$ cat config.mk
export PLATFORM = sky130hd
export DESIGN_NAME = apb4_gpio_ext_flat
export DESIGN_NICKNAME = d
export VERILOG_FILES = /design/src/rtl/gpio_pkg.sv /design/src/rtl/apb4_gpio_ext_if.sv /design/src/rtl/gpio_pin_filter.sv /design/src/rtl/apb4_gpio_ext.sv /design/src/flat_wrapper.sv
export SDC_FILE = /design/constraint.sdc
export NUM_CORES = 1
export LEC_CHECK = 0
export CAP_MARGIN = 10
export CORE_ASPECT_RATIO = 1.4
export CORE_UTILIZATION = 55
export DETAILED_ROUTE_END_ITERATION = 7
export HOLD_SLACK_MARGIN = 0.08
export PLACE_DENSITY_LB_ADDON = 0.12
export SLEW_MARGIN = 20
export SYNTH_ARGS = -nofsm -noshare
export SYNTH_HDL_FRONTEND = slang
export SYNTH_SLANG_ARGS = --single-unit
$ cat constraint.sdc
create_clock -name hclk -period 2.13 [get_ports hclk]
set_input_delay 0.213 -clock hclk [delete_from_list [all_inputs] [get_ports hclk]]
set_output_delay 0.213 -clock hclk [all_outputs]
set_load 0.1 [all_outputs]
$ cat src/rtl/gpio_pkg.sv
// Shared definitions for the apb4_gpio_ext GPIO controller: register byte
// offsets, the interrupt-mode encoding and the default debounce width.
package gpio_pkg;

    localparam int GPIO_DB_W_DEFAULT = 16;

    localparam logic [5:0] OFF_DIR     = 6'h00;
    localparam logic [5:0] OFF_IN      = 6'h04;
    localparam logic [5:0] OFF_OUT     = 6'h08;
    localparam logic [5:0] OFF_OUTSET  = 6'h0C;
    localparam logic [5:0] OFF_OUTCLR  = 6'h10;
    localparam logic [5:0] OFF_INTEN   = 6'h14;
    localparam logic [5:0] OFF_INTTYPE = 6'h18;
    localparam logic [5:0] OFF_INTPOL  = 6'h1C;
    localparam logic [5:0] OFF_INTBOTH = 6'h20;
    localparam logic [5:0] OFF_INTSTAT = 6'h24;
    localparam logic [5:0] OFF_IOFCFG  = 6'h28;
    localparam logic [5:0] OFF_DBCFG   = 6'h2C;

    // INTTYPE / INTPOL bit meanings
    localparam logic INTTYPE_LEVEL = 1'b0;
    localparam logic INTPOL_HIGH   = 1'b1;

    // The five per-pin interrupt modes the three config bits can select
    typedef enum logic [2:0] {
        MODE_LEVEL_LOW  = 3'd0,
        MODE_LEVEL_HIGH = 3'd1,
        MODE_FALL       = 3'd2,
        MODE_RISE       = 3'd3,
        MODE_BOTH       = 3'd4
    } irq_mode_e;

    // Collapse INTTYPE/INTPOL/INTBOTH into one mode; INTPOL is a don't-care in both-edge mode
    function automatic irq_mode_e irq_mode(input logic itype, input logic ipol, input logic iboth);
        if (itype == INTTYPE_LEVEL) begin
            return (ipol == INTPOL_HIGH) ? MODE_LEVEL_HIGH : MODE_LEVEL_LOW;
        end
        if (iboth) begin
            return MODE_BOTH;
        end
        return (ipol == INTPOL_HIGH) ? MODE_RISE : MODE_FALL;
    endfunction

endpackage

$ cat src/rtl/apb4_gpio_ext_if.sv
// APB4 slave bus bundle for apb4_gpio_ext (6-bit byte address, 32-bit data).
interface apb4_gpio_ext_if;

    logic        psel;
    logic        penable;
    logic        pwrite;
    logic [5:0]  paddr;
    logic [31:0] pwdata;
    logic [31:0] prdata;
    logic        pready;
    logic        pslverr;

    modport master (
        output psel, penable, pwrite, paddr, pwdata,
        input  prdata, pready, pslverr
    );

    modport slave (
        input  psel, penable, pwrite, paddr, pwdata,
        output prdata, pready, pslverr
    );

endinterface

$ cat src/rtl/gpio_pin_filter.sv
// Per-pin input path: synchroniser chain, optional debounce filter
// (GPIO_DEBOUNCE_EN), and the delayed filtered copy used for edge detection.
module gpio_pin_filter #(
    parameter int SYNC_STAGES = 2,
    parameter int DB_W        = 16
) (
    input  logic            hclk,
    input  logic            hrst,
    input  logic            i_pin,
    input  logic [DB_W-1:0] i_thr,
    output logic            o_filt,
    output logic            o_rise,
    output logic            o_fall
);

    logic [SYNC_STAGES-1:0] r_sync;
    logic                   r_filt_d;
    logic                   w_sync;
    logic                   w_filt;

    // Shift the asynchronous pad value through the synchroniser flops
    always_ff @(posedge hclk) begin
        if (hrst) begin
            r_sync <= '0;
        end else begin
            r_sync <= {r_sync[SYNC_STAGES-2:0], i_pin};
        end
    end

    assign w_sync = r_sync[SYNC_STAGES-1];

`ifdef GPIO_DEBOUNCE_EN
    logic [DB_W-1:0] r_cnt;
    logic            r_filt;
    logic [DB_W-1:0] w_lim;

    // A threshold of 0 behaves like 1, so the limit never underflows
    assign w_lim = (i_thr == '0) ? '0 : (i_thr - DB_W'(1));

    // Count consecutive disagreeing cycles; toggle once the run is long enough.
    // The >= compare lets a lowered threshold act on an in-flight count at once.
    always_ff @(posedge hclk) begin
        if (hrst) begin
            r_cnt  <= '0;
            r_filt <= 1'b0;
        end else if (w_sync == r_filt) begin
            r_cnt <= '0;
        end else if (r_cnt >= w_lim) begin
            r_filt <= ~r_filt;
            r_cnt  <= '0;
        end else begin
            r_cnt <= r_cnt + DB_W'(1);
        end
    end

    assign w_filt = r_filt;
`else
    logic w_thr_unused;

    assign w_thr_unused = ^i_thr;
    assign w_filt       = w_sync;
`endif

    // Remember last cycle's filtered value for edge detection
    always_ff @(posedge hclk) begin
        if (hrst) begin
            r_filt_d <= 1'b0;
        end else begin
            r_filt_d <= w_filt;
        end
    end

    assign o_filt = w_filt;
    assign o_rise = w_filt & ~r_filt_d;
    assign o_fall = ~w_filt & r_filt_d;

endmodule

$ cat src/rtl/apb4_gpio_ext.sv
// APB4 GPIO controller: direction/output/IO-function registers, filtered
// inputs, five interrupt modes with sticky W1C pending bits, one level irq.
// Build option: define GPIO_DEBOUNCE_EN to add the per-pin debounce filter
// and a live DBCFG register; otherwise DBCFG reads 0 but stays mapped.
module apb4_gpio_ext
    import gpio_pkg::*;
#(
    parameter int GPIO_NUM    = 32,
    parameter int SYNC_STAGES = 2,
    parameter int DB_W        = GPIO_DB_W_DEFAULT
) (
    input  logic                hclk,
    input  logic                hrst,
    apb4_gpio_ext_if.slave      apb,
    input  logic [GPIO_NUM-1:0] gpio_in_i,
    output logic [GPIO_NUM-1:0] gpio_in_sync_o,
    output logic [GPIO_NUM-1:0] gpio_out_o,
    output logic [GPIO_NUM-1:0] gpio_dir_o,
    output logic [GPIO_NUM-1:0] gpio_iof_o,
    output logic                irq_o
);

    typedef logic [GPIO_NUM-1:0] pins_t;

    pins_t r_dir, r_out, r_inten, r_type, r_pol, r_both, r_iof, r_pend;
    logic  r_irq;

    pins_t           w_filt, w_rise, w_fall, w_event, w_wdata, w_w1c;
    logic [5:0]      w_off;
    logic            w_access, w_wr, w_mapped;
    logic [31:0]     w_rdata;
    logic [DB_W-1:0] w_thr;
    logic            w_unused;

    // Pin-wide register value placed in the low bits of a 32-bit bus word
    function automatic logic [31:0] ext(input pins_t v);
        logic [31:0] r;
        r               = '0;
        r[GPIO_NUM-1:0] = v;
        return r;
    endfunction

    assign w_off    = {apb.paddr[5:2], 2'b00};
    assign w_access = apb.psel & apb.penable;
    assign w_wr     = w_access & apb.pwrite;
    assign w_wdata  = apb.pwdata[GPIO_NUM-1:0];
    // Byte-lane bits and data bits above the pin count carry no meaning here
    assign w_unused = ^{apb.paddr[1:0], apb.pwdata};

`ifdef GPIO_DEBOUNCE_EN
    logic [DB_W-1:0] r_dbcfg;

    // Debounce threshold shared by all pins
    always_ff @(posedge hclk) begin
        if (hrst) begin
            r_dbcfg <= '0;
        end else if (w_wr && (w_off == OFF_DBCFG)) begin
            r_dbcfg <= apb.pwdata[DB_W-1:0];
        end
    end

    assign w_thr = r_dbcfg;
`else
    assign w_thr = '0;
`endif

    for (genvar g = 0; g < GPIO_NUM; g++) begin : g_pin
        gpio_pin_filter #(
            .SYNC_STAGES (SYNC_STAGES),
            .DB_W        (DB_W)
        ) u_filter (
            .hclk   (hclk),
            .hrst   (hrst),
            .i_pin  (gpio_in_i[g]),
            .i_thr  (w_thr),
            .o_filt (w_filt[g]),
            .o_rise (w_rise[g]),
            .o_fall (w_fall[g])
        );
    end

    // Read mux and unmapped-offset detection, purely from the address
    always_comb begin
        w_rdata  = '0;
        w_mapped = 1'b1;
        case (w_off)
            OFF_DIR:     w_rdata = ext(r_dir);
            OFF_IN:      w_rdata = ext(w_filt);
            OFF_OUT:     w_rdata = ext(r_out);
            OFF_OUTSET,
            OFF_OUTCLR:  w_rdata = '0;
            OFF_INTEN:   w_rdata = ext(r_inten);
            OFF_INTTYPE: w_rdata = ext(r_type);
            OFF_INTPOL:  w_rdata = ext(r_pol);
            OFF_INTBOTH: w_rdata = ext(r_both);
            OFF_INTSTAT: w_rdata = ext(r_pend);
            OFF_IOFCFG:  w_rdata = ext(r_iof);
`ifdef GPIO_DEBOUNCE_EN
            OFF_DBCFG:   w_rdata[DB_W-1:0] = r_dbcfg;
`else
            OFF_DBCFG:   w_rdata = '0;
`endif
            default:     w_mapped = 1'b0;
        endcase
    end

    assign apb.prdata  = w_rdata;
    assign apb.pready  = 1'b1;
    assign apb.pslverr = w_access & ~w_mapped;

    // Configuration and output-data registers; IN, INTSTAT and unmapped writes fall through
    always_ff @(posedge hclk) begin
        if (hrst) begin
            r_dir   <= '0;
            r_out   <= '0;
            r_inten <= '0;
            r_type  <= '0;
            r_pol   <= '0;
            r_both  <= '0;
            r_iof   <= '0;
        end else if (w_wr) begin
            case (w_off)
                OFF_DIR:     r_dir   <= w_wdata;
                OFF_OUT:     r_out   <= w_wdata;
                OFF_OUTSET:  r_out   <= r_out | w_wdata;
                OFF_OUTCLR:  r_out   <= r_out & ~w_wdata;
                OFF_INTEN:   r_inten <= w_wdata;
                OFF_INTTYPE: r_type  <= w_wdata;
                OFF_INTPOL:  r_pol   <= w_wdata;
                OFF_INTBOTH: r_both  <= w_wdata;
                OFF_IOFCFG:  r_iof   <= w_wdata;
                default: ;
            endcase
        end
    end

    // Per-pin interrupt event from the filtered input and its mode
    always_comb begin
        w_event = '0;
        for (int i = 0; i < GPIO_NUM; i++) begin
            case (irq_mode(r_type[i], r_pol[i], r_both[i]))
                MODE_LEVEL_LOW:  w_event[i] = ~w_filt[i];
                MODE_LEVEL_HIGH: w_event[i] = w_filt[i];
                MODE_FALL:       w_event[i] = w_fall[i];
                MODE_RISE:       w_event[i] = w_rise[i];
                MODE_BOTH:       w_event[i] = w_rise[i] | w_fall[i];
                default:         w_event[i] = 1'b0;
            endcase
        end
    end

    assign w_w1c = (w_wr && (w_off == OFF_INTSTAT)) ? w_wdata : '0;

    // Sticky pending bits: a same-cycle set beats the W1C, so held levels re-pend
    always_ff @(posedge hclk) begin
        if (hrst) begin
            r_pend <= '0;
        end else begin
            r_pend <= (r_pend & ~w_w1c) | (w_event & r_inten);
        end
    end

    // Interrupt line registered from the enabled pending bits
    always_ff @(posedge hclk) begin
        if (hrst) begin
            r_irq <= 1'b0;
        end else begin
            r_irq <= |(r_pend & r_inten);
        end
    end

    assign gpio_in_sync_o = w_filt;
    assign gpio_out_o     = r_out;
    assign gpio_dir_o     = r_dir;
    assign gpio_iof_o     = r_iof;
    assign irq_o          = r_irq;

endmodule

$ cat src/flat_wrapper.sv
// flat-port wrapper written by rule: the top's interface ports become plain ports
module apb4_gpio_ext_flat import gpio_pkg::*;
#(
    parameter int GPIO_NUM    = 32,
    parameter int SYNC_STAGES = 2,
    parameter int DB_W        = GPIO_DB_W_DEFAULT
)
  (hclk, hrst, gpio_in_i, gpio_in_sync_o, gpio_out_o, gpio_dir_o, gpio_iof_o, irq_o, apb_psel, apb_penable, apb_pwrite, apb_paddr, apb_pwdata, apb_prdata, apb_pready, apb_pslverr);
  apb4_gpio_ext_if apb_i ();
  input  logic hclk;
  input  logic hrst;
  input  logic [GPIO_NUM-1:0] gpio_in_i;
  output logic [GPIO_NUM-1:0] gpio_in_sync_o;
  output logic [GPIO_NUM-1:0] gpio_out_o;
  output logic [GPIO_NUM-1:0] gpio_dir_o;
  output logic [GPIO_NUM-1:0] gpio_iof_o;
  output logic irq_o;
  input wire logic [$bits(apb_i.psel)-1:0] apb_psel;
  input wire logic [$bits(apb_i.penable)-1:0] apb_penable;
  input wire logic [$bits(apb_i.pwrite)-1:0] apb_pwrite;
  input wire logic [$bits(apb_i.paddr)-1:0] apb_paddr;
  input wire logic [$bits(apb_i.pwdata)-1:0] apb_pwdata;
  output wire logic [$bits(apb_i.prdata)-1:0] apb_prdata;
  output wire logic [$bits(apb_i.pready)-1:0] apb_pready;
  output wire logic [$bits(apb_i.pslverr)-1:0] apb_pslverr;
  assign apb_i.psel = apb_psel;
  assign apb_i.penable = apb_penable;
  assign apb_i.pwrite = apb_pwrite;
  assign apb_i.paddr = apb_paddr;
  assign apb_i.pwdata = apb_pwdata;
  assign apb_prdata = apb_i.prdata;
  assign apb_pready = apb_i.pready;
  assign apb_pslverr = apb_i.pslverr;
  apb4_gpio_ext #(.GPIO_NUM(GPIO_NUM), .SYNC_STAGES(SYNC_STAGES), .DB_W(DB_W)) u_core (.hclk(hclk), .hrst(hrst), .apb(apb_i), .gpio_in_i(gpio_in_i), .gpio_in_sync_o(gpio_in_sync_o), .gpio_out_o(gpio_out_o), .gpio_dir_o(gpio_dir_o), .gpio_iof_o(gpio_iof_o), .irq_o(irq_o));
endmodule
==> results.json, run 1 <==
{
  "grt_pass1_vias": 14800,
  "syn_to_final_growth_pct": 29.6,
  "postRouteAntennaNets": 0,
  "maxSlewHeadroom_pct": 25.1,
  "cap_viol_max_count": 0,
  "clk_latency_ns": 0.53,
  "grt_pass1_wl_mm": 82.3,
  "wl_per_cell_um": 21.4,
  "path_cells": "clkbuf_2 -> buf_2 -> and4b_1 -> buf_6 -> buf_12 -> a22o_1 -> a221oi_2 -> nand3_2 -> buf_12",
  "syn_inst": 1884,
  "ir_worst_vdd_v": 0.000558,
  "yosysWarnings": 0,
  "cpMostUsedCell": "buf_12",
  "detail_route.first_pass.iterations": 7,
  "place_congestion": 0.898,
  "cts_max_path_buffers": 3,
  "mostFrequentLayoutCells": "nand2_1 (454), dfxtp_1 (352), a21oi_1 (224)",
  "ys_seq_area_share_pct": 44.1,
  "ys_ff_latch": 353,
  "final_area_um2": 20800,
  "cts_buffers": 35,
  "antenna_found_initial": 0,
  "syn-cell-area_um2": 16000,
  "first_iter_violations": 1443,
  "die_area_um2": 29800,
  "wl_mm": 53.0,
  "max_stage_delay_ns": 0.25,
  "grt_max_degree": 165,
  "hp-class": "primary input to flip-flop",
  "htree_levels": 2,
  "syn-mean-instance-area_um2": 8.51,
  "diodes": 0,
  "clk_pin_slew_ns": 0.06,
  "hold_viol_final": 0,
  "port_buffers": 234,
  "synth_enable_flop_cells": 0,
  "r2r_cells": 6,
  "finalCritPeriodShare_pct": 94.1,
  "p_per_area_nw_per_um2": 704,
  "synth_cell_types": 45,
  "clock_sinks": 353,
  "crit_end": "apb_prdata[17]",
  "skew_ns": 0.0194,
  "r2r_start": "u_core.g_pin[31].u_filter.r_sync[1]",
  "finalCriticalPeriod_ns": 2.00,
  "cp.arrival_ns": 1.79,
  "outcome": "completed",
  "largest_register_ffs": 64,
  "cpLargestDelayFamily": "buffers and inverters",
  "post-place-ws_ns": -0.361,
  "synth_largest_area_cell": "dfxtp_1",
  "worst-setup-path-type": "primary input to output pin",
  "grt_setup_unrepaired": "false",
  "setup_ws_ns": 0.126,
  "synthArstFlopShare_pct": 0,
  "post-route-util_pct": 72.9,
  "remaining_drc_errors": 0,
  "slowest_stage": "a22o_1",
  "start_kind": "primary input",
  "holdWs_ns": 0.235,
  "power.leakage_nw": 8.34,
  "initial_core_util_pct": 56.2,
  "setup_viol": 0,
  "drive_above_1_share_pct": 22.3,
  "r2r_slack_ns": 0.37,
  "critPathCaptureType": "output pin",
  "fmax_mhz": 499,
  "reg2reg_to": "u_core.r_pend[31]",
  "synth_top_cell_area_share_pct": 44.1,
  "fp-row-count": 73,
  "numPlacedInstances": 2405,
  "core_area_um2": 28500,
  "fin_nets": 2215,
  "n_fill_cell": 2145,
  "die_w_um": 146,
  "cp.depth": 9,
  "io_pins": 238,
  "slew_viol_final": 0,
  "crit_start": "apb_paddr[4]",
  "place_area_um2": 19300,
  "grt_use_total_pct": 35.1,
  "worstPathRequired_ns": 1.92,
  "top_register": "u_core.g_pin.u_filter.r_sync",
  "cts_tree": "yes",
  "num_vias": 15100,
  "vias_per_cell": 6.11,
  "gr-total-overflow": 0,
  "dieHeight_um": 204,
  "path_max_fanout": 9,
  "min_path_cells": 2,
  "root_buffer": "clkbuf_16",
  "finalNonFillerCells": 2474,
  "layout_commonest_cell": "nand2_1",
  "hpwl_mm": 35.6,
  "synth_ff_type": "dfxtp_1",
  "yosys-top-cells-area": "dfxtp_1 (44%), nand2_1 (11%), a21oi_1 (7.0%)",
  "crit_buf_inv": 5,
  "worst_pin_slew_ns": 1.12,
  "synth_nets": 2023
}
[per-stage QoR]
| step | TNS [ns] | power [mW] |
|---|---|---|
| floorplan | 0 | 7.66 |
| global placement | -38.89 | 8.07 |
| detailed placement | -45.26 | 8.10 |
| CTS | 0 | 14.7 |
| global route | 0 | 15.0 |
| finish | 0 | 14.6 |
[area by class of cell]
class,count,area [um^2],share of cell area (%)
Tap cell,375,469,2.26
Sequential cell,353,7070,34.0
Clock buffer,50,1070,5.17
Multi-Input combinational cell,1271,8160,39.3
Clock inverter,10,159,0.765
Timing Repair Buffer,350,3600,17.3
Inverter,65,244,1.17
[cells in the mapped netlist (2+ instances only)]
cell,number
a211oi_2,2
a21oi_1,224
a221o_1,32
a221oi_1,32
a222oi_1,32
a22o_1,32
a22oi_1,48
a31o_1,6
a31o_2,26
and2_0,2
and2_1,5
and3b_1,32
and4bb_2,3
buf_2,35
buf_4,36
buf_6,4
clkbuf_1,119
dfxtp_1,353
ha_1,64
inv_1,64
mux2_2,32
nand2_1,454
nand3_1,33
nand4_1,4
nor2_1,33
nor2b_1,64
nor4b_2,2
o211ai_1,32
o21ai_0,32
xor2_1,32
[layer usage]
layer  global-route usage [%]  wire, um  vias to the layer above
met1                     38.7     19000                     7234
met5                        0         0                        -
met4                     21.4      3220                        0
met2                     63.3     26800                      772
met3                     5.22      3980                      202
li1                         -         -                     6898
[power by group]
group / total, mW / switching (mW) / internal (mW)
logic: 1.21 / 0.798 / 0.414
clock network: 6.63 / 2.64 / 4.00
registers: 6.78 / 0.0888 / 6.70
[what timing repair did]
action | 4_1_cts | 5_1_grt
setup buffers | 7 | 0
hold buffers | 1 | 0
gates cloned | 1 | 0
resized for setup | 39 | 14
pin swaps | 15 | 5
endpoints found under the hold margin | 1 | 0
endpoints found under the setup margin | 32 | 32
[worst min-delay path by stage]
stage	startpoint	end	slack [ns]
6_report	gpio_in_i[12]	u_core.g_pin[12].u_filter.r_sync[0]	0.24
5_1_grt	gpio_in_i[10]	u_core.g_pin[10].u_filter.r_sync[0]	0.24
4_1_cts	gpio_in_i[13]	u_core.g_pin[13].u_filter.r_sync[0]	0.23
3_5_place_dp	u_core.g_pin[7].u_filter.r_sync[0]	u_core.g_pin[7].u_filter.r_sync[1]	0.42
3_3_place_gp	u_core.g_pin[29].u_filter.r_sync[0]	u_core.g_pin[29].u_filter.r_sync[1]	0.41
2_1_floorplan	gpio_in_i[0]	u_core.g_pin[0].u_filter.r_sync[0]	0.34
[worst reg2reg max path, delay by kind of cell (launching register included)]
kind | cells | cell delay [ns]
flip-flops | 1 | 0.44
AO/OA/AOI/OAI | 3 | 0.67
adder cells (fa/ha/maj) | 1 | 0.20
buffers and inverters | 1 | 0.09
multiplexers | 1 | 0.26
[cell families (layout without fill, tap and decap cells)]
logic type	Yosys count	in the layout	share of synthesized area, %
flip-flops	353	353	44.1
AO/OA/AOI/OAI	498	498	21.1
buffers and inverters	260	475	7.39
adder cells (fa/ha/maj)	64	64	5.00
XOR/XNOR	32	32	1.75
AND/OR/NAND/NOR	644	644	18.3
other	1	1	0.0234
multiplexers	32	32	2.25
Power figures use the tool's default switching activity.
==> inputs of run 2 (changes only) <==
CORE_UTILIZATION = 59   (was 55)
GPL_TIMING_DRIVEN = 1   (was default)
RECOVER_POWER = 25   (was default)
clock period = 2.5 ns   (was 2.13 ns; I/O delays follow)
==> run 2 against run 1 <==
Effect of this change: clock power shrank 17%; global-route usage grew 2.2 points; non-clock buffer count shrank 29; critical path type unchanged; highest routed layer unchanged; total power shrank 16%.
==> results.json, run 2 (synthesized netlist as in run 1, its figures left out) <==
{
  "grt_max_degree": 169,
  "io_pins": 238,
  "outcome": "completed",
  "fin_nets": 2186,
  "switching_power_mw": 2.91,
  "r2r_slack_ns": 0.72,
  "drive_above_1_share_pct": 15.1,
  "port_buffers": 234,
  "grt_setup_unrepaired": "false",
  "hold_viol_final": 0,
  "intPower_mw": 9.33,
  "critPathCaptureType": "output pin",
  "first_iter_violations": 1592,
  "hp-class": "primary input to flip-flop",
  "largest_register_ffs": 64,
  "clk_latency_ns": 0.53,
  "root_buffer": "clkbuf_16",
  "wl_mm": 52.3,
  "r2r_cells": 6,
  "clock_sinks": 353,
  "p_per_area_nw_per_um2": 617,
  "skew_ns": 0.0129,
  "cp.arrival_ns": 2.19,
  "worst_pin_slew_ns": 1.47,
  "cts_tree": "yes",
  "worstPathRequired_ns": 2.25,
  "finalCritPeriodShare_pct": 97.5,
  "final_area_um2": 19900,
  "slew_viol_final": 0,
  "seqPwrFrac_pct": 47.2,
  "cts_max_path_buffers": 3,
  "die_area_um2": 27800,
  "grt_pass1_wl_mm": 80.5,
  "hpwl_mm": 34.5,
  "vias_per_cell": 6.22,
  "setup_viol": 0,
  "syn_to_final_growth_pct": 23.9,
  "fp-row-count": 71,
  "clkPwrFrac_pct": 44.7,
  "place_congestion": 0.896,
  "worst-setup-path-type": "primary input to output pin",
  "setup-tns-final_ns": 0,
  "wl_per_cell_um": 21.5,
  "grt_pass1_vias": 15000,
  "postRouteAntennaNets": 0,
  "maxSlewHeadroom_pct": 2.33,
  "cts_buffers": 35,
  "worstHoldEndpoint": "u_core.g_pin[14].u_filter.r_sync[0]",
  "path_max_fanout": 9,
  "r2r_start": "u_core.g_pin[0].u_filter.r_sync[1]",
  "dieHeight_um": 197,
  "detail_route.first_pass.iterations": 6,
  "power.leakage_nw": 7.59,
  "start_kind": "primary input",
  "swShare_pct": 23.8,
  "antenna_found_initial": 0,
  "gr-total-overflow": 0,
  "fmax_mhz": 410,
  "die_w_um": 141,
  "top_register": "u_core.g_pin.u_filter.r_sync",
  "core_area_um2": 26700,
  "layout_commonest_cell": "nand2_1",
  "mostFrequentLayoutCells": "nand2_1 (454), dfxtp_1 (353), a21oi_1 (224)",
  "finalCriticalPeriod_ns": 2.44,
  "place_area_um2": 18900,
  "reg2reg_to": "u_core.r_pend[0]",
  "initial_core_util_pct": 59.9,
  "p_comb_share_pct": 8.1,
  "diodes": 0,
  "htree_levels": 2,
  "remaining_drc_errors": 0,
  "ir_worst_vdd_v": 0.000757,
  "cap_viol_max_count": 0,
  "clk_pin_slew_ns": 0.06,
  "min_path_cells": 2,
  "hp-start": "gpio_in_i[14]",
  "n_fill_cell": 2026,
  "num_vias": 15100,
  "grt_use_total_pct": 37.3,
  "post-route-util_pct": 74.3
}
## run 2: power by group through the flow
stage	Combinational, mW	Sequential [mW]	Clock, mW
6_report	0.986	5.78	5.48
5_1_grt	1.03	5.79	5.74
4_1_cts	0.982	5.78	5.52
3_5_place_dp	0.977	5.90	0
3_3_place_gp	0.957	5.90	0
2_1_floorplan	0.585	5.94	0
## run 2: worst max-delay path, stage by stage
cell and delay [ns]:
dlygate4sd2_1 0.36, and4b_1 0.27, buf_12 0.15, buf_4 0.19
a22o_1 0.26, a221oi_1 0.25, nand3_1 0.23, buf_12 0.23
## run 2: routing by layer
metal | up-vias | share of wire [%] | GRT usage [%]
met5 | - | 0 | 0
li1 | 6826 | - | -
met1 | 7137 | 34 | 41.4
met2 | 941 | 50 | 64.3
met3 | 245 | 9.6 | 6.54
met4 | 0 | 6.5 | 26.7
## run 2: layout make-up
type | instances | area (um^2) | area share [%]
clock buffer | 54 | 1090 | 5.49
clock inverter | 7 | 113 | 0.567
inverter | 65 | 245 | 1.24
multi-input combinational | 1271 | 7830 | 39.4
sequential | 353 | 7070 | 35.6
tap | 365 | 457 | 2.30
timing repair buffer | 321 | 3060 | 15.4
## run 2: through the flow
stage	instances	setup slack, ns	hold slack [ns]	total power [mW]
2_1_floorplan	1884	0.134	0.378	6.52
3_3_place_gp	2374	-0.0960	0.416	6.86
3_5_place_dp	2374	-0.122	0.420	6.88
4_1_cts	2436	0.124	0.263	12.3
5_1_grt	2436	0.0179	0.274	12.6
6_report	2436	0.0624	0.272	12.2
## run 2: what timing repair did
item                                    CTS  global route
hold endpoints to repair                  8             0
buffers inserted                          0             0
endpoints found under the setup margin   32             0
gates resized for setup                   6             0
hold buffers                              1             0
## run 2: worst max-delay path by stage
| stage | start | to | slack [ns] |
|---|---|---|---|
| after floorplan | apb_paddr[3] | apb_prdata[18] | 0.13 |
| after CTS | apb_paddr[5] | apb_prdata[25] | 0.12 |
| after global placement | apb_paddr[4] | apb_prdata[2] | -0.1 |
| after global routing | apb_paddr[5] | apb_prdata[25] | 0.02 |
| after detailed placement | apb_paddr[5] | apb_prdata[25] | -0.12 |
| final | apb_paddr[5] | apb_prdata[25] | 0.06 |
